### config.mk
export PLATFORM = sky130hd
export DESIGN_NAME = wb_arbiter_2m_flat
export DESIGN_NICKNAME = d
export VERILOG_FILES = /design/src/rtl/wb_arb_pkg.sv /design/src/rtl/wishbone_p_if.sv /design/src/rtl/wb_arbiter_2m.sv /design/src/flat_wrapper.sv
export SDC_FILE = /design/constraint.sdc
export NUM_CORES = 1
export LEC_CHECK = 0
export CAP_MARGIN = 20
export CELL_PAD_IN_SITES_DETAIL_PLACEMENT = 2
export CELL_PAD_IN_SITES_GLOBAL_PLACEMENT = 2
export CORE_MARGIN = 1.5
export CORE_UTILIZATION = 12
export DETAILED_ROUTE_END_ITERATION = 8
export GPL_TIMING_DRIVEN = 1
export PLACE_DENSITY = 0.95
export SETUP_SLACK_MARGIN = 0.4
export SLEW_MARGIN = 30
export SYNTH_ARGS = -nofsm -noshare
export SYNTH_HDL_FRONTEND = slang
export SYNTH_SLANG_ARGS = --single-unit
export TNS_END_PERCENT = 5
### constraint.sdc
create_clock -name clk_i -period 3.78 [get_ports clk_i]
set_clock_uncertainty 0.15 [all_clocks]
set_input_delay 0.756 -clock clk_i [delete_from_list [all_inputs] [get_ports clk_i]]
set_output_delay 0.756 -clock clk_i [all_outputs]
set_load 0.05 [all_outputs]
### src/rtl/wb_arb_pkg.sv
// Shared types and helpers for the two-master Wishbone arbiter and its bus interface.
package wb_arb_pkg;

   localparam int WB_AW = 32;
   localparam int WB_DW = 32;
   localparam int WB_SW = WB_DW / 8;

   typedef enum logic [1:0] {
      IDLE  = 2'd0,
      GNT0  = 2'd1,
      GNT1  = 2'd2,
      ABORT = 2'd3
   } arb_state_e;

   // Bits needed to hold a counter running 0..max_val; never narrower than one bit.
   function automatic int cnt_width(input int max_val);
      return (max_val < 1) ? 1 : $clog2(max_val + 1);
   endfunction

endpackage

### src/rtl/wishbone_p_if.sv
// Pipelined Wishbone bundle. dat_i carries write data towards the slave, dat_o read data back.
interface wishbone_p_if;

   logic                         cyc;
   logic                         stb;
   logic                         we;
   logic [wb_arb_pkg::WB_AW-1:0] adr;
   logic [wb_arb_pkg::WB_SW-1:0] sel;
   logic [wb_arb_pkg::WB_DW-1:0] dat_i;
   logic [wb_arb_pkg::WB_DW-1:0] dat_o;
   logic                         ack;
   logic                         err;
   logic                         stall;

   modport master (output cyc, stb, we, adr, sel, dat_i,
                   input  dat_o, ack, err, stall);

   modport slave  (input  cyc, stb, we, adr, sel, dat_i,
                   output dat_o, ack, err, stall);

endinterface

### src/rtl/wb_arbiter_2m.sv
// Two-master round-robin Wishbone arbiter with bus lock, outstanding limit and hung-cycle abort.
//
// state | meaning
// IDLE  | no grant; slave bus idle, both masters stalled
// GNT0  | master 0 owns the slave until it drops cyc
// GNT1  | master 1 owns the slave until it drops cyc
// ABORT | timed-out cycle; wait for the aborted master (last) to drop cyc
module wb_arbiter_2m
   import wb_arb_pkg::*;
#(
   parameter int MAX_OUTSTANDING = 4,
   parameter int TIMEOUT         = 255
) (
   input  logic         clk_i,
   input  logic         rst_ni,
   wishbone_p_if.slave  m0,
   wishbone_p_if.slave  m1,
   wishbone_p_if.master s
);

   localparam int            OW        = cnt_width(MAX_OUTSTANDING);
   localparam int            TW        = cnt_width(TIMEOUT);
   localparam logic [OW-1:0] OUTST_MAX = OW'(MAX_OUTSTANDING);
   localparam logic [TW-1:0] TMO_LIMIT = TW'(TIMEOUT);

   arb_state_e    state, state_nxt;
   logic          last;
   logic [OW-1:0] outst, outst_nxt;
   logic [TW-1:0] tmo, tmo_nxt;

   logic             granted, gnt_sel, tmo_hit, pass, full;
   logic             g_cyc, g_stb, g_we;
   logic [WB_AW-1:0] g_adr;
   logic [WB_SW-1:0] g_sel;
   logic [WB_DW-1:0] g_dat;
   logic             stb_out, accept, resp;
   logic             rsp_ack, rsp_err, rsp_stall;
   logic [WB_DW-1:0] rsp_dat;

   // Grant qualifiers and the request-side two-way mux.
   always_comb begin
      granted = (state == GNT0) || (state == GNT1);
      gnt_sel = (state == GNT1);
      tmo_hit = (TIMEOUT != 0) && granted && (tmo == TMO_LIMIT);
      pass    = granted && !tmo_hit;
      full    = (outst == OUTST_MAX);
      g_cyc   = gnt_sel ? m1.cyc   : m0.cyc;
      g_stb   = gnt_sel ? m1.stb   : m0.stb;
      g_we    = gnt_sel ? m1.we    : m0.we;
      g_adr   = gnt_sel ? m1.adr   : m0.adr;
      g_sel   = gnt_sel ? m1.sel   : m0.sel;
      g_dat   = gnt_sel ? m1.dat_i : m0.dat_i;
      stb_out = pass && g_cyc && g_stb && !full;
      accept  = stb_out && !s.stall;
      resp    = pass && g_cyc && (s.ack || s.err);
   end

   // Bus steering: granted master passes straight through, everyone else sees stall and no response.
   always_comb begin
      s.cyc   = pass && g_cyc;
      s.stb   = stb_out;
      s.we    = pass && g_we;
      s.adr   = pass ? g_adr : '0;
      s.sel   = pass ? g_sel : '0;
      s.dat_i = pass ? g_dat : '0;

      // Responses after the master dropped cyc belong to an abandoned cycle and are swallowed.
      rsp_ack   = pass && g_cyc && s.ack;
      rsp_err   = tmo_hit || (pass && g_cyc && s.err);
      rsp_stall = !pass || s.stall || full;
      rsp_dat   = pass ? s.dat_o : '0;

      m0.ack   = granted && !gnt_sel && rsp_ack;
      m0.err   = granted && !gnt_sel && rsp_err;
      m0.stall = (granted && !gnt_sel) ? rsp_stall : 1'b1;
      m0.dat_o = (granted && !gnt_sel) ? rsp_dat : '0;
      m1.ack   = granted && gnt_sel && rsp_ack;
      m1.err   = granted && gnt_sel && rsp_err;
      m1.stall = (granted && gnt_sel) ? rsp_stall : 1'b1;
      m1.dat_o = (granted && gnt_sel) ? rsp_dat : '0;
   end

   // Next-state: round-robin on ties, hold grant while cyc stays high, abort on timeout.
   always_comb begin
      state_nxt = state;
      case (state)
         IDLE: begin
            if (m0.cyc && m1.cyc) state_nxt = last ? GNT0 : GNT1;
            else if (m0.cyc)      state_nxt = GNT0;
            else if (m1.cyc)      state_nxt = GNT1;
         end
         GNT0: begin
            if (tmo_hit)      state_nxt = ABORT;
            else if (!m0.cyc) state_nxt = m1.cyc ? GNT1 : IDLE;
         end
         GNT1: begin
            if (tmo_hit)      state_nxt = ABORT;
            else if (!m1.cyc) state_nxt = m0.cyc ? GNT0 : IDLE;
         end
         ABORT: begin
            if (!(last ? m1.cyc : m0.cyc)) state_nxt = IDLE;
         end
         default: state_nxt = IDLE;
      endcase
   end

   // Outstanding and timeout counters; both collapse to zero whenever no live granted cycle exists.
   always_comb begin
      outst_nxt = outst;
      if (!pass || !g_cyc)                      outst_nxt = '0;
      else if (accept && !resp)                 outst_nxt = outst + 1'b1;
      else if (resp && !accept && outst != '0)  outst_nxt = outst - 1'b1;

      tmo_nxt = '0;
      if ((TIMEOUT != 0) && pass && g_cyc && (outst != '0) && !resp) tmo_nxt = tmo + 1'b1;
   end

   // State, round-robin pointer and counters; last starts at 1 so m0 wins the first tie.
   always_ff @(posedge clk_i or negedge rst_ni) begin
      if (!rst_ni) begin
         state <= IDLE;
         last  <= 1'b1;
         outst <= '0;
         tmo   <= '0;
      end else begin
         state <= state_nxt;
         outst <= outst_nxt;
         tmo   <= tmo_nxt;
         if (state_nxt == GNT0)      last <= 1'b0;
         else if (state_nxt == GNT1) last <= 1'b1;
      end
   end

endmodule
### src/flat_wrapper.sv
// flat-port wrapper written by rule: the top's interface ports become plain ports
module wb_arbiter_2m_flat import wb_arb_pkg::*;
#(
   parameter int MAX_OUTSTANDING = 4,
   parameter int TIMEOUT         = 255
)
  (clk_i, rst_ni, m0_cyc, m0_stb, m0_we, m0_adr, m0_sel, m0_dat_i, m0_dat_o, m0_ack, m0_err, m0_stall, m1_cyc, m1_stb, m1_we, m1_adr, m1_sel, m1_dat_i, m1_dat_o, m1_ack, m1_err, m1_stall, s_cyc, s_stb, s_we, s_adr, s_sel, s_dat_i, s_dat_o, s_ack, s_err, s_stall);
  wishbone_p_if m0_i ();
  wishbone_p_if m1_i ();
  wishbone_p_if s_i ();
  input  logic clk_i;
  input  logic rst_ni;
  input wire logic [$bits(m0_i.cyc)-1:0] m0_cyc;
  input wire logic [$bits(m0_i.stb)-1:0] m0_stb;
  input wire logic [$bits(m0_i.we)-1:0] m0_we;
  input wire logic [$bits(m0_i.adr)-1:0] m0_adr;
  input wire logic [$bits(m0_i.sel)-1:0] m0_sel;
  input wire logic [$bits(m0_i.dat_i)-1:0] m0_dat_i;
  output wire logic [$bits(m0_i.dat_o)-1:0] m0_dat_o;
  output wire logic [$bits(m0_i.ack)-1:0] m0_ack;
  output wire logic [$bits(m0_i.err)-1:0] m0_err;
  output wire logic [$bits(m0_i.stall)-1:0] m0_stall;
  input wire logic [$bits(m1_i.cyc)-1:0] m1_cyc;
  input wire logic [$bits(m1_i.stb)-1:0] m1_stb;
  input wire logic [$bits(m1_i.we)-1:0] m1_we;
  input wire logic [$bits(m1_i.adr)-1:0] m1_adr;
  input wire logic [$bits(m1_i.sel)-1:0] m1_sel;
  input wire logic [$bits(m1_i.dat_i)-1:0] m1_dat_i;
  output wire logic [$bits(m1_i.dat_o)-1:0] m1_dat_o;
  output wire logic [$bits(m1_i.ack)-1:0] m1_ack;
  output wire logic [$bits(m1_i.err)-1:0] m1_err;
  output wire logic [$bits(m1_i.stall)-1:0] m1_stall;
  output wire logic [$bits(s_i.cyc)-1:0] s_cyc;
  output wire logic [$bits(s_i.stb)-1:0] s_stb;
  output wire logic [$bits(s_i.we)-1:0] s_we;
  output wire logic [$bits(s_i.adr)-1:0] s_adr;
  output wire logic [$bits(s_i.sel)-1:0] s_sel;
  output wire logic [$bits(s_i.dat_i)-1:0] s_dat_i;
  input wire logic [$bits(s_i.dat_o)-1:0] s_dat_o;
  input wire logic [$bits(s_i.ack)-1:0] s_ack;
  input wire logic [$bits(s_i.err)-1:0] s_err;
  input wire logic [$bits(s_i.stall)-1:0] s_stall;
  assign m0_i.cyc = m0_cyc;
  assign m0_i.stb = m0_stb;
  assign m0_i.we = m0_we;
  assign m0_i.adr = m0_adr;
  assign m0_i.sel = m0_sel;
  assign m0_i.dat_i = m0_dat_i;
  assign m0_dat_o = m0_i.dat_o;
  assign m0_ack = m0_i.ack;
  assign m0_err = m0_i.err;
  assign m0_stall = m0_i.stall;
  assign m1_i.cyc = m1_cyc;
  assign m1_i.stb = m1_stb;
  assign m1_i.we = m1_we;
  assign m1_i.adr = m1_adr;
  assign m1_i.sel = m1_sel;
  assign m1_i.dat_i = m1_dat_i;
  assign m1_dat_o = m1_i.dat_o;
  assign m1_ack = m1_i.ack;
  assign m1_err = m1_i.err;
  assign m1_stall = m1_i.stall;
  assign s_cyc = s_i.cyc;
  assign s_stb = s_i.stb;
  assign s_we = s_i.we;
  assign s_adr = s_i.adr;
  assign s_sel = s_i.sel;
  assign s_dat_i = s_i.dat_i;
  assign s_i.dat_o = s_dat_o;
  assign s_i.ack = s_ack;
  assign s_i.err = s_err;
  assign s_i.stall = s_stall;
  wb_arbiter_2m #(.MAX_OUTSTANDING(MAX_OUTSTANDING), .TIMEOUT(TIMEOUT)) u_core (.clk_i(clk_i), .rst_ni(rst_ni), .m0(m0_i), .m1(m1_i), .s(s_i));
endmodule
==> results.ini, run 1 <==
[run_status]
outcome = finished clean

[synthesis]
synth_edf_count = 0
syn_area_per_cell_um2 = 7.11
ys_top_cells_by_area = mux2i_1, and3_1, dfrtp_1
yosys_warnings = 0
syn_inst = 353
ys_types = 44
ys_ff_latch = 14
synth_top_area_share = 0.279
synth_fp_nets = 539
synthesis.area_mm2 = 0.00251
synthFlopType = dfrtp_1
synth_area_leader_cell = mux2i_1
synth-seq-area-share = 0.140
synthArstFlopShare = 1.00
synth.most_common_cell = nor2_1
synth_common_cells = nor2_1, and3_1, mux2i_1

[cts]
post_cts.repair.setup_buffers = 0
htreeDepth = 1
cts_hold_repair.buffers = 0
clk_pin_slew_ps = 50
cts_tree = done
cts_root_buf = clkbuf_16
cts_buffers = 3
clock_path_buffers = 2
clkSinkCount = 14
clock_latency_ps = 250

[worst_setup_path]
cp_data_arrival_time_ps = 2620
crit_path_end_kind = primary output
criticalPathCategory = reg -> out
r2r_start = u_core.state[0]$_DFF_PN0_
crit_fanout = 69
start_kind = flip-flop
worstPathRequired_ps = 2870
startpoint = u_core.tmo[0]$_DFF_PN0_

[placed_design]
dp_hpwl_mm = 13.5
placedInstanceArea_mm2 = 0.00582
dp_slack_ps = 449
io_buffers = 319
place_congestion = 0.787
dp.cells = 915

[power]
switching_share = 0.653
powerDensity_mw_per_mm2 = 1020
p_sw_mw = 3.93
ir_drop_uv = 440
p_leak_nw = 2.80
p_int_mw = 2.09
pwr-share-clk = 0.037
pwr-share-comb = 0.926
totalPowerFinal_mw = 6.01
seqPwrFrac = 0.037

[grt]
grt_max_degree = 70
grt_pass1_wl_mm = 23.9
overflow = 0
grt_pass1_vias = 4207
grt_use_total = 0.138
antenna_found_initial = 0

[final_layout]
fin_util = 0.291
multi_input_area_mm2 = 0.00202
diodes = 0
nets = 836
fillers = 2311
layout-drive-gt1-share = 0.190
instances_no_fill = 919
register_area_um2 = 352
syn_to_final_growth_pct = 136
design_area_mm2 = 0.00592

[floorplanning]
initial_core_util = 0.123
core-area_mm2 = 0.0204
die_area_mm2 = 0.0218
dieWidth_um = 148
die_h_um = 148
fp-row-count = 52
ios = 320

[drt]
drcViolationCount = 0
vias = 3853
ant_nets = 0
routed_wl_mm = 15.7
via_per_inst = 4.19
first_iter_violations = 120
routedWlPerCell_um = 17.1
first_pass_iters = 4

[sta]
relSlewSlack = 0.522
holdWs_ps = 348
max_freq_mhz = 283
setup_viol = 0
worstMarginPinSlew_ps = 715
maxSlewViolCount = 0
period_share = 0.934
layout_setup_ws_ps = 251
min_period_ps = 3530
hold_violations = 0
rsz0062_at_grt = true
fin_tns_setup_ps = 0

[run]
cap_viol_max_count = 0

[hold_path]
min_from = u_core.last$_DFFE_PN1P_
hold_class = reg -> reg

==> worst max-delay path: stages (launching register included) <==
cell and delay, ps:
dfrtp_1 420, ha_1 290, and3_1 210, nand2_1 110
nand2_2 80, buf_12 170, nor2_1 170, clkdlybuf4s50_1 830
==> state kept, by name, indices dropped and copies added (netlist names) <==
signal,cells
u_core.tmo,8
u_core.state,2
u_core.outst,3
u_core.last,1
==> path summary, 6_finish.rpt <==
| path | to | slack [ps] | depth (start not counted) |
|---|---|---|---|
| min reg2reg | u_core.last$_DFFE_PN1P_ | 350 | 2 |
| max in group asynchronous | u_core.tmo[2]$_DFF_PN0_ | 2240 | 1 |
| min | u_core.last$_DFFE_PN1P_ | 350 | 2 |
| max | s_adr[8] | 250 | 7 |
| min in group asynchronous | u_core.tmo[4]$_DFF_PN0_ | 790 | 1 |
| max reg2reg | u_core.outst[2]$_DFFE_PN0P_ | 620 | 10 |
==> power by group through the flow <==
stage,combinational (mW),sequential [mW],clock (mW)
floorplan,3.74,0.210,0
global placement,5.56,0.223,0
detailed placement,5.65,0.224,0
CTS,5.65,0.222,0.234
global route,5.85,0.227,0.240
finish,5.57,0.222,0.225
==> area by class of cell <==
class,instances,area share
timing repair buffer,324,0.522
multi-input combinational,298,0.341
sequential,14,0.0594
tap,270,0.0571
clock buffer,4,0.0150
inverter,9,0.00571
==> cells in the final DEF, fill, tap and decap left out, drive strengths merged, types with 2 or more instances in the layout <==
cell,count
clkbuf,4
nand2,10
ha,6
a21oi,3
o311ai,2
inv,9
nor3,4
dfrtp,13
nand4,2
xor2,5
nand3,11
mux2i,71
or4,2
a21o,3
buf,111
o21ai,4
dlymetal6s2s,5
clkdlybuf4s50,207
nor2,83
o211ai,2
and3,71
xnor2,3
==> kinds of logic after synthesis <==
family | synth area share
AOI/OAI and AO/OA | 0.0563
xor gates and xnor gates | 0.0279
adders and majority gates | 0.0379
buffers and inverters | 0.0668
DFF | 0.140
muxes | 0.289
and+or+nand+nor | 0.382
==> timing repair <==
| item | in CTS | in global routing |
|---|---|---|
| pin swaps | 0 | 0 |
| gates resized for setup | 1 | 5 |
| endpoints found under the hold margin | 0 | 0 |
| setup endpoints to repair | 34 | 101 |
==> layer usage <==
metal,routed length [um],up-vias,part of all wire,global-route usage
li1,-,1831,-,-
met1,5830,1808,0.37,0.153
met2,8450,199,0.54,0.268
met3,1150,15,0.073,0.0284
met4,277,0,0.018,0.0255
met5,0,-,0,0
No activity file was read; power rests on OpenSTA's default activity.
==> run 2: changes to the inputs <==
SKIP_LAST_GASP = 1   (was not set)
==> results of run 2 <==
No change in the layout: final DEF, timing and power equal those of run 1.
